`config.mk`:
```
export PLATFORM = sky130hd
export DESIGN_NAME = div_iter_param
export DESIGN_NICKNAME = d
export VERILOG_FILES = /design/src/rtl/div_iter_param.sv
export SDC_FILE = /design/constraint.sdc
export NUM_CORES = 1
export LEC_CHECK = 0
export ABC_AREA = 1
export CORE_MARGIN = 8
export CORE_UTILIZATION = 45
export DETAILED_ROUTE_END_ITERATION = 6
export HOLD_SLACK_MARGIN = 0.12
export PLACE_DENSITY = 0.68
export SLEW_MARGIN = 15
export SYNTH_ARGS = -nofsm -noshare
export SYNTH_HDL_FRONTEND = slang
export SYNTH_SLANG_ARGS = --single-unit
```
`constraint.sdc`:
```
create_clock -name clk -period 2.1 [get_ports clk]
set_input_delay 0.42 -clock clk [delete_from_list [all_inputs] [get_ports clk]]
set_output_delay 0.42 -clock clk [all_outputs]
set_load 0.02 [all_outputs]
```
`src/rtl/div_iter_param.sv`:
```
// rtl/div_iter_param.sv - iterative restoring divider, {remainder, quotient} out.
// DIV_EARLY_OUT_EN: skip the dividend's leading zeros before iterating.
module div_iter_param #(
  parameter int DATA_W = 32,
  parameter int CNT_W  = 6
) (
  input  logic                  clk,
  input  logic                  rst,
  input  logic                  signed_div_i,
  input  logic [DATA_W-1:0]     opdata1_i,
  input  logic [DATA_W-1:0]     opdata2_i,
  input  logic                  start_i,
  input  logic                  annul_i,
  output logic [2*DATA_W-1:0]   result_o,
  output logic                  ready_o,
  output logic                  busy_o,
  output logic                  div_zero_o
);

  typedef enum logic [1:0] {S_IDLE, S_BYZERO, S_ON, S_END} state_t;

  localparam logic [CNT_W-1:0] LAST_CNT = CNT_W'(DATA_W - 1);

  state_t                state_q, state_d;
  logic [CNT_W-1:0]      cnt_q;
  logic [DATA_W-1:0]     rem_q;
  logic [DATA_W-1:0]     dq_q;
  logic [DATA_W-1:0]     dsr_q;
  logic                  quo_neg_q, rem_neg_q, dz_q;
  logic [2*DATA_W-1:0]   result_q, result_d;
  logic                  ready_q, ready_d;
  logic                  busy_q, busy_d;
  logic                  div_zero_q, div_zero_d;

  logic                  dvd_neg, dsr_neg, accept, take;
  logic [DATA_W-1:0]     dvd_mag, dsr_mag, rem_sub, quo_fix, rem_fix;
  logic [DATA_W:0]       shifted;

  assign dvd_neg = signed_div_i & opdata1_i[DATA_W-1];
  assign dsr_neg = signed_div_i & opdata2_i[DATA_W-1];
  assign dvd_mag = dvd_neg ? -opdata1_i : opdata1_i;
  assign dsr_mag = dsr_neg ? -opdata2_i : opdata2_i;

  // dq_q shifts dividend bits out of the top and quotient bits in at the bottom
  assign shifted = {rem_q, dq_q[DATA_W-1]};
  assign take    = shifted >= {1'b0, dsr_q};
  assign rem_sub = shifted[DATA_W-1:0] - dsr_q;

  assign quo_fix = quo_neg_q ? -dq_q : dq_q;
  assign rem_fix = rem_neg_q ? -rem_q : rem_q;

`ifdef DIV_EARLY_OUT_EN
  logic [CNT_W-1:0] lz;
  always_comb begin
    lz = CNT_W'(DATA_W);
    for (int i = 0; i < DATA_W; i++) begin
      if (dvd_mag[i]) lz = CNT_W'(DATA_W - 1 - i);
    end
  end
`endif

  always_ff @(posedge clk) begin
    if (rst) state_q <= S_IDLE;
    else     state_q <= state_d;
  end

  always_comb begin
    state_d = state_q;
    case (state_q)
      S_IDLE:   if (start_i && !annul_i) state_d = (opdata2_i == '0) ? S_BYZERO : S_ON;
      S_BYZERO: state_d = S_END;
      S_ON: begin
        if (annul_i || !start_i)  state_d = S_IDLE;
        else if (cnt_q >= LAST_CNT) state_d = S_END;
      end
      S_END:    if (!start_i) state_d = S_IDLE;
      default:  state_d = S_IDLE;
    endcase
  end

  // ready rises one cycle after entering END; that cycle applies sign correction
  always_comb begin
    ready_d    = (state_q == S_END) && (state_d == S_END);
    busy_d     = (state_d != S_IDLE);
    result_d   = result_q;
    div_zero_d = div_zero_q;
    if (ready_d && !ready_q) begin
      result_d   = {rem_fix, quo_fix};
      div_zero_d = dz_q;
    end
  end

  always_ff @(posedge clk) begin
    if (rst) begin
      result_q   <= '0;
      ready_q    <= 1'b0;
      busy_q     <= 1'b0;
      div_zero_q <= 1'b0;
    end else begin
      result_q   <= result_d;
      ready_q    <= ready_d;
      busy_q     <= busy_d;
      div_zero_q <= div_zero_d;
    end
  end

  assign accept = (state_q == S_IDLE) && (state_d != S_IDLE);

  always_ff @(posedge clk) begin
    if (rst) begin
      cnt_q     <= '0;
      rem_q     <= '0;
      dq_q      <= '0;
      dsr_q     <= '0;
      quo_neg_q <= 1'b0;
      rem_neg_q <= 1'b0;
      dz_q      <= 1'b0;
    end else if (accept) begin
      rem_q     <= '0;
      dsr_q     <= dsr_mag;
      quo_neg_q <= dvd_neg ^ dsr_neg;
      rem_neg_q <= dvd_neg;
      dz_q      <= (opdata2_i == '0);
`ifdef DIV_EARLY_OUT_EN
      cnt_q     <= lz;
      dq_q      <= (opdata2_i == '0) ? '0 : (dvd_mag << lz);
`else
      cnt_q     <= '0;
      dq_q      <= (opdata2_i == '0) ? '0 : dvd_mag;
`endif
    end else if (state_q == S_ON) begin
      cnt_q <= cnt_q + CNT_W'(1);
      rem_q <= take ? rem_sub : shifted[DATA_W-1:0];
      dq_q  <= {dq_q[DATA_W-2:0], take};
    end
  end

  assign result_o   = result_q;
  assign ready_o    = ready_q;
  assign busy_o     = busy_q;
  assign div_zero_o = div_zero_q;

endmodule

```
==> results of run 1 <==
-- sequential cells by signal, summed over array words and instances (netlist names), 2 cells and up --
register / flops
result_o: 64
rem_q: 32
dsr_q: 32
state_q: 2
dq_q: 32
cnt_q: 6
-- per-stage QoR --
| step | setup WS (ps) | std cells | hold slack, ps | instance area (um^2) |
|---|---|---|---|---|
| 6_report | -92.7 | 2827 | 358 | 19200 |
| 5_1_grt | -195 | 2827 | 390 | 19200 |
| 4_1_cts | -75.4 | 2805 | 367 | 18100 |
| 3_5_place_dp | -407 | 2760 | 464 | 16700 |
| 3_3_place_gp | -365 | 2760 | 448 | 16700 |
| 2_1_floorplan | 21.6 | 1987 | 430 | 12600 |
-- cell usage in the layout, fill, tap and decap left out, types with 5 or more instances in the layout --
master / n
o21ai_0: 101
nor2_2: 28
nand3_1: 162
nand3b_1: 20
o211ai_1: 13
nand2_2: 56
inv_4: 9
clkdlybuf4s50_1: 131
dfxtp_1: 148
nand3_4: 6
buf_4: 341
ha_4: 32
dfxtp_2: 25
inv_1: 190
nand2_4: 11
a31oi_1: 9
o21ai_2: 8
nor3_2: 8
xnor2_1: 24
nand3_2: 25
nor2_1: 180
nand2_1: 398
nor4_1: 5
o21bai_1: 5
buf_12: 15
or2_2: 7
o21ai_1: 34
inv_2: 35
a21oi_1: 127
nor2_4: 13
xor2_1: 80
clkbuf_16: 22
buf_6: 10
nand4_1: 26
a21oi_2: 57
nor3_1: 14
-- power by group through the flow --
stage	combinational [W]	clock (W)	sequential (W)
2_1_floorplan	0.00298	0	0.00385
3_3_place_gp	0.00552	0	0.00381
5_1_grt	0.00768	0.00363	0.00383
4_1_cts	0.00604	0.00347	0.00376
6_report	0.00715	0.00345	0.00380
3_5_place_dp	0.00559	0	0.00382
-- worst max path at each step --
stage | from | endpoint | slack (ps) | depth (start not counted)
global route | rem_q[3] | rem_q[15] | -200 | 13
CTS | dsr_q[8] | rem_q[25] | -80 | 16
global placement | opdata2_i[0] | dsr_q[30] | -360 | 12
floorplan | dq_q[31] | rem_q[22] | 20 | 15
detailed placement | opdata2_i[0] | dsr_q[3] | -410 | 17
finish | dsr_q[7] | rem_q[1] | -90 | 14
-- worst max-delay path: stages, from the launching register on --
cell and delay (ps):
dfxtp_2 330, inv_2 70, ha_4 290, buf_4 130, nand2_2 80, nor2_4 120, and3_4 190, nand3_2 80
nand2_2 120, clkinv_4 120, nand2_8 150, clkbuf_16 180, nand2_1 50, nand3_1 90, a21oi_2 70
-- cells by family (layout without fill, tap and decap cells) --
kind of cell / after synthesis / count (layout) / synth area share [%]
AOI/OAI and AO/OA: 374 / 374 / 16.9
buffers and inverters: 320 / 781 / 10.5
DFF: 174 / 174 / 27.7
xor gates and xnor gates: 108 / 108 / 7.52
and+or+nand+nor: 973 / 974 / 33.6
adders and majority gates: 38 / 38 / 3.84
-- cell type report --
class | count | area share [%]
clock buffer | 18 | 2.24
clock inverter | 14 | 1.04
inverter | 238 | 4.89
multi-input combinational | 1494 | 47.3
sequential | 174 | 18.3
tap | 378 | 2.47
timing repair buffer | 510 | 23.7
timing repair inverter | 1 | 0.0457
-- routing by layer --
metal / track usage (%) / vias to the layer above / routed length, um
met5: 0 / - / 0
met4: 7.35 / 0 / 1280
met3: 3.26 / 84 / 2940
met2: 44.8 / 610 / 22800
met1: 36.2 / 6992 / 21400
li1: - / 7391 / -
-- timing repair --
item	4_1_cts	5_1_grt
buffers inserted	10	15
resized for setup	131	243
endpoints found under the setup margin	50	133
hold endpoints to repair	0	0
pin swaps	14	61
gates cloned	3	7
==> results.md, run 1 <==
- Pwr Total: 0.0144 W
- Setup slack, reg-to-reg: -90 ps
- Power Density: 751 mW/mm^2
- Hold path cells: 4
- CTS Buf Count: 17
- Num rows: 61
- P_leak: 8.76 nW
- DP HPWL: 35700 um
- Worst Path Required: 2430 ps
- Clock network fraction of total power: 24.0%
- Post-Syn Instances: 1987
- NumNets Final: 2543
- Crit path capture type: flip-flop
- Seq pwr share: 26.4%
- Maxcap violations: 0
- Die width: 183 um
- Status: finished with violations
- Comb power frac: 49.7%
- Total gr overflow: 0
- Post-DR vias/cell: 5.33
- Yosys cell types: 49
- CTS Hold Bufs: 0
- Cell Int Power: 0.00876 W
- Critical path arrival: 2520 ps
- Mapped cell area: 0.0126 mm^2
- Max-slew violation count: 0
- Vias: 15100
- Async S/R FF share, synth: 0%
- Final hold violation count: 0
- Worst-path clk slew: 70 ps
- Worst setup SP type: flip-flop
- Syn Nets: 2094
- # fillers: 2333
- Wire per inst: 17.1 um
- Layout Skew: 17.2 ps
- FF-to-FF path depth: 14
- Sw power: 0.00565 W
- Final GP Congestion: 0.956
- Cell taking the most area after synthesis: dfxtp_1
- CP Class: flip-flop to flip-flop
- Clock root buffer master: clkbuf_16
- Slew @ Worst Pin: 702 ps
- FMAX: 456 MHz
- Worst Hold Endpoint: dsr_q[7]
- Worst slew margin: 53.2%
- Antenna violations before repair: 0
- RR Startpoint: dsr_q[7]
- Worst Hold Launch: rst
- Core ar.: 0.0276 mm^2
- Area contributors post-synth: dfxtp_1 28%, nand2_1 14%, nand3_1 7.3%
- Average cell area after synthesis: 6.33 um^2
- Synth Flop Type: dfxtp_1
- Top-area cell type share of the netlist area: 27.7%
- Die ar.: 0.0336 mm^2
- Top cells by count, synth: 459 x nand2_1, 227 x inv_1, 216 x nor2_1, 183 x nand3_1, 174 x dfxtp_1
- Post-route setup TNS: -1810 ps
- Port bufs: 135
- RSZ-0062 raised after global routing: yes
- Max VDD drop: 0.599 mV
- Crit path time final: 2190 ps
- Seq cells post-synth: 174
- Yosys warnings: 0
- Switching share of total power: 39.2%
- Post-synthesis sequential area ratio: 27.7%
- CTS max path bufs: 2
- Num ports: 136
- Clock Latency Late Sink: 440 ps
- Failing checks: negative setup slack
- Final setup fails: 33
- Most common cell in the netlist: nand2_1
- CP max FO: 6
- Vias in the first global route: 14200
- Routed wire length: 48400 um
- Effective utilization at floorplan: 45.6%
- Area growth from synthesis to final layout: 52.4%
- FF+latch area: 0.00352 mm^2
- Reg-to-Reg End: rem_q[1]
- Footprint of the multi-input gates: 0.00907 mm^2
- First-pass GRT wire length: 73300 um
- Die Y: 183 um
- Layout cells sized above 1: 31.1%
- Final core occ: 69.4%
- DRT Pass-1 Iters: 6
- Fin crit share: 104%
- Pin count of the biggest net entering global routing: 76
- Worst hold path type: input port to flip-flop
- Initial DRC count: 1401
- CTS tree: built
- Post-synth EDFFs: 0
- Setup WS post-layout: -92.7 ps
- CTS H-tree depth: 4
- Number of diodes: 0
- DRC Markers: 0
- Final antenna-violating net count: 0
- CTS Sinks: 174
- Tot GR Track Use: 26.9%
No activity file was read; power rests on OpenSTA's default activity.
==> inputs of run 2 (changes only) <==
CTS_CLUSTER_DIAMETER = 80   (was default)
GPL_TIMING_DRIVEN = 0   (was default)
==> run 2 against run 1 <==
Net effect:
- the run still ends with negative setup slack left
- clock-buffer cell count shrank 1
- sequential share of layout area up 1.6 points
- sequential power barely moved
- cell count is 7.1% lower
- via count is 2.5% lower
- clock power shrank 4%
- critical path depth stayed put
- cell area shrank 6.5%
- worst hold slack improved by 2.5 ps
- non-clock buffer count is 202 lower
- utilization decreased by 4.5 points
- critical path type unchanged
==> results.md, run 2 (synthesis results as in run 1) <==
- Status: finished with violations
- Failing checks: negative setup slack
- Num rows: 61
- Tot GR Track Use: 28.1%
- Vias: 14700
- CTS H-tree depth: 4
- DR top layer: met4
- Worst hold slack: 361 ps
- RSZ-0062 raised after global routing: yes
- # fillers: 2523
- P_leak: 8.01 nW
- Routed wire length: 51100 um
- Clock network fraction of total power: 23.9%
- Die width: 183 um
- Max-slew violation count: 0
- Clock root buffer master: clkbuf_16
- Worst Path Required: 2470 ps
- NumNets Final: 2341
- CP Class: flip-flop to flip-flop
- Most frequent cells in the layout: 362 x nand2_1, 199 x inv_1, 184 x nor2_1
- FMAX: 455 MHz
- Final GP Congestion: 0.955
- Hold path cells: 3
- Inst Count DP: 2499
- Clock Latency Late Sink: 450 ps
- Switching share of total power: 43.5%
- Met2 wire len: 22700 um
- CP Cell Sequence: inv_1, ha_4, inv_1, o21ai_2, a21oi_2, nor3_2, nor2_2, nand2_2, inv_6, nand2_8, clkbuf_16, nand2_4, nand3_2, a21oi_2
- Post-DR vias/cell: 5.60
- CP max stage delay: 310 ps
- Maxcap violations: 0
- Worst slew margin: 24.7%
- Final antenna-violating net count: 0
- Critical path arrival: 2570 ps
- Effective utilization at floorplan: 45.6%
- Vias in the first global route: 13500
- Final setup fails: 32
- CTS tree: built
- Port bufs: 134
- CTS Buf Count: 17
- Crit path capture type: flip-flop
- Crit path time final: 2200 ps
- Finished Layout Cells: 2625
- Total gr overflow: 0
- Pin count of the biggest net entering global routing: 21
- DP HPWL: 37500 um
- FF+latch area: 0.00357 mm^2
- Core ar.: 0.0276 mm^2
- CTS max path bufs: 2
- Comb power frac: 48.5%
- Footprint of the multi-input gates: 0.00953 mm^2
- Met3 WL: 4000 um
- Sw power: 0.00601 W
- CP max-delay cell: dfxtp_1
- Worst hold path type: input port to flip-flop
- Worst-path clk slew: 80 ps
- Layout cells sized above 1: 25.7%
- Max VDD drop: 0.618 mV
- Area growth from synthesis to final layout: 42.5%
- Slew @ Worst Pin: 1130 ps
- First-pass GRT wire length: 74800 um
- FF-to-FF path depth: 14
- Setup WS post-layout: -98.7 ps
- DRC Markers: 0
- Number of diodes: 0
- CTS Sinks: 174
- Post-Route M1 WL: 23000 um
- Final hold violation count: 0
- Die ar.: 0.0336 mm^2
- Antenna violations before repair: 0
- Worst setup SP type: flip-flop
- Die Y: 183 um
- CP max FO: 6
- Wire per inst: 19.5 um
- DRT Pass-1 Iters: 5
- CTS Hold Bufs: 0
- Most common cell after layout, fill and taps aside: nand2_1
- Number of flip-flops in the largest register: 64
- Initial DRC count: 1476
- Power Density: 770 mW/mm^2
- Layout Skew: 14.0 ps
- Cell Int Power: 0.00780 W
- Fin crit share: 105%
- Num ports: 136
- Seq pwr share: 27.7%
## run 2: cell count changes in the layout (fill, tap and decap cells not counted), moves of 24 or more
cell | previous run | this run
nand2_1 | 398 | 362
clkbuf_1 | 1 | 29
nand2_4 | 11 | 43
nand3_1 | 162 | 138
clkdlybuf4s50_1 | 131 | 106
nand3_2 | 25 | 52
buf_4 | 341 | 80
## run 2: layout make-up
cell class,instances,share of cell area [%]
clock inverter,15,1.04
inverter,238,5.18
multi-input combinational,1495,53.2
tap,378,2.64
sequential,174,19.9
timing repair buffer,227,12.5
buffer,81,3.24
clock buffer,17,2.37
## run 2: repair_timing
| item | 4_1_cts | 5_1_grt |
|---|---|---|
| endpoints found under the hold margin | 0 | 0 |
| gates cloned | 2 | 10 |
| setup endpoints to repair | 170 | 163 |
| buffers inserted | 36 | 47 |
| gates resized for setup | 224 | 346 |
| pin swaps | 26 | 109 |
## run 2: power groups by stage
stage	Sequential, W	Clock, W	Combinational (W)
global route	0.00385	0.00345	0.00713
CTS	0.00378	0.00329	0.00522
floorplan	0.00385	0	0.00298
global placement	0.00384	0	0.00442
detailed placement	0.00384	0	0.00445
finish	0.00382	0.00330	0.00670
## run 2: per-stage QoR
step / setup TNS [ps] / area, um^2 / utilization [%] / total power [W] / worst slack, ps
floorplan: 0 / 12600 / - / 0.00682 / 21.6
global placement: -104090 / 14400 / 52.1 / 0.00826 / -805
detailed placement: -110490 / 14400 / 52.1 / 0.00829 / -830
CTS: -16.5 / 16100 / 58.3 / 0.0123 / -16.5
global route: -4720 / 17900 / 64.9 / 0.0144 / -160
finish: -2130 / 17900 / 64.9 / 0.0138 / -98.7
## run 2: critical path: cells and delay by family, from the launching register on
kind	cells	cell delay [ps]
compound gates	3	430
fa+ha+maj	1	240
buf+inv	4	560
flops	1	310
simple gates	6	580
## run 2: routing by layer
layer  global-route usage (%)  vias up
met3                     3.58       94
met2                     43.9      666
met4                     7.29        0
met5                        0        -
met1                     40.2     6937
li1                         -     7009
## run 2: worst paths after layout
path / from / endpoint / slack, ps
min reg2reg: dsr_q[30] / dsr_q[30] / 470
min: opdata2_i[31] / dsr_q[31] / 360
max: dsr_q[26] / rem_q[8] / -100
max reg2reg: dsr_q[26] / rem_q[8] / -100
==> inputs of run 3 (changes only) <==
CORE_MARGIN = 1.5   (was 8)
PLACE_DENSITY = default   (was 0.68)
PLACE_DENSITY_LB_ADDON = 0.12   (was default)
==> run 3 against run 2 <==
Net effect:
- the flow still finishes with violations (negative setup slack)
- sequential power hardly changed
- via count is 0.52% lower
- highest routed layer unchanged
- die area is 14% lower
- largest power group unchanged
- utilization is 0.17 points higher
==> results.md, run 3 (synthesis results as in run 1) <==
- Setup WS post-layout: -187 ps
- Finished Cell Area: 0.0180 mm^2
- Area growth from synthesis to final layout: 42.9%
- CP Cell Sequence: inv_4, ha_4, a21oi_4, o21ai_2, nand2_2, nand3_4, nand2_4, nand3_4, nand2_8, nand2_4, buf_8, nand2_1, nand3_2, a21oi_2
- DP Area: 0.0144 mm^2
- Worst-path clk slew: 80 ps
- Layout cells sized above 1: 27.0%
- Wire per inst: 19.0 um
- Worst hold path type: input port to flip-flop
- Slew @ Worst Pin: 1000 ps
- Max VDD drop: 0.578 mV
- Num ports: 136
- Buf+Inv Stages, Crit Path: 2
- Total gr overflow: 0
- Final GP Congestion: 0.957
- CP max FO: 6
- Pin count of the biggest net entering global routing: 18
- DP HPWL: 36600 um
- CTS Sinks: 174
- CP max stage delay: 340 ps
- CTS tree: built
- Final core occ: 65.1%
- Maxcap violations: 0
- Routed wire length: 50200 um
- FF+latch area: 0.00360 mm^2
- Placement Setup Slack: -852 ps
- Failing checks: negative setup slack
- Worst setup SP type: flip-flop
- RR Startpoint: dsr_q[2]
- Status: finished with violations
- Final antenna-violating net count: 0
- Worst slew margin: 33.2%
- Setup crit end: rem_q[4]
- Reg-to-Reg End: rem_q[4]
- FF-to-FF path depth: 14
- # fillers: 2524
- CP Class: flip-flop to flip-flop
- CTS Hold Bufs: 0
- Vias in the first global route: 13200
- Port bufs: 134
- RSZ-0062 raised after global routing: yes
- Tot GR Track Use: 33.0%
- Power Density: 754 mW/mm^2
- Setup slack, reg-to-reg: -190 ps
- Layout Skew: 13.9 ps
- Crit path capture type: flip-flop
- CTS max path bufs: 2
- NumNets Final: 2356
- Worst Path Required: 2480 ps
- Effective utilization at floorplan: 45.6%
- FMAX: 437 MHz
- Hold path cells: 5
- Footprint of the multi-input gates: 0.00949 mm^2
- Critical path arrival: 2670 ps
- DRC Markers: 0
- Num rows: 61
- Crit path time final: 2290 ps
- P_leak: 8.10 nW
- Post-DR vias/cell: 5.54
- Critical path origin: dsr_q[2]
- Number of flip-flops in the largest register: 64
- Initial DRC count: 1539
- Die ar.: 0.0290 mm^2
- Final hold violation count: 0
- Most frequent cells in the layout: 365 x nand2_1, 193 x inv_1, 184 x nor2_1
- DRT Pass-1 Iters: 6
- Antenna violations before repair: 1
- Die width: 170 um
- Max-slew violation count: 0
- CTS Buf Count: 17
- Clock root buffer master: clkbuf_16
- Most common cell after layout, fill and taps aside: nand2_1
- Vias: 14600
- CP max-delay cell: dfxtp_2
- Clock Latency Late Sink: 450 ps
- Die Y: 170 um
- First-pass GRT wire length: 73900 um
- Pwr Total: 0.0136 W
- Core ar.: 0.0276 mm^2
- CTS H-tree depth: 4
- Fin crit share: 109%
- CP Depth: 14
- Number of diodes: 0
- Final setup fails: 33
- Delay-heaviest family, CP: simple AND/OR/NAND/NOR gates
[run 3: worst min path at each step]
stage | from | endpoint | slack, ps
6_report | opdata2_i[4] | dsr_q[4] | 460
5_1_grt | opdata2_i[7] | dsr_q[7] | 470
4_1_cts | dsr_q[30] | dsr_q[30] | 470
3_5_place_dp | dsr_q[30] | dsr_q[30] | 460
3_3_place_gp | dsr_q[27] | dsr_q[27] | 450
2_1_floorplan | dsr_q[10] | dsr_q[10] | 430
[run 3: what timing repair did]
| action | in CTS | in global routing |
|---|---|---|
| pin swaps | 44 | 92 |
| hold endpoints to repair | 0 | 0 |
| buffers inserted | 48 | 52 |
| setup endpoints to repair | 162 | 138 |
| gates resized for setup | 273 | 318 |
| gates cloned | 4 | 6 |
[run 3: per-layer routing]
layer / global-route usage [%] / share of wire, %
met1: 46.8 / 46
met2: 52.5 / 45
met3: 4.47 / 7.1
met4: 8.77 / 2.5
met5: 0 / 0
[run 3: stage by stage]
step / std cells / hold slack, ps / setup TNS, ps
2_1_floorplan: 1987 / 430 / 0
4_1_cts: 2582 / 473 / -10.7
3_3_place_gp: 2499 / 451 / -105580
5_1_grt: 2640 / 474 / -5260
6_report: 2640 / 457 / -2420
3_5_place_dp: 2499 / 459 / -107850
[run 3: area by class of cell]
type                            count  area share, %
Inverter                          238           5.22
Multi-Input combinational cell   1495           52.8
Sequential cell                   174           20.0
Timing Repair Buffer              242           13.1
Clock buffer                       18           2.39
Tap cell                          378           2.63
Clock inverter                     14          0.682
Buffer                             81           3.21
[run 3: report_power, final]
group / switching (W) / internal (W)
Sequential: 0.000225 / 0.00358
Clock: 0.00154 / 0.00156
Combinational: 0.00405 / 0.00261
[run 3: worst min-delay path, stage by stage]
cell and delay (ps):
dlymetal6s2s_1 150, xor2_1 90, nand2_1 60, nand2_1 40, a21oi_1 110
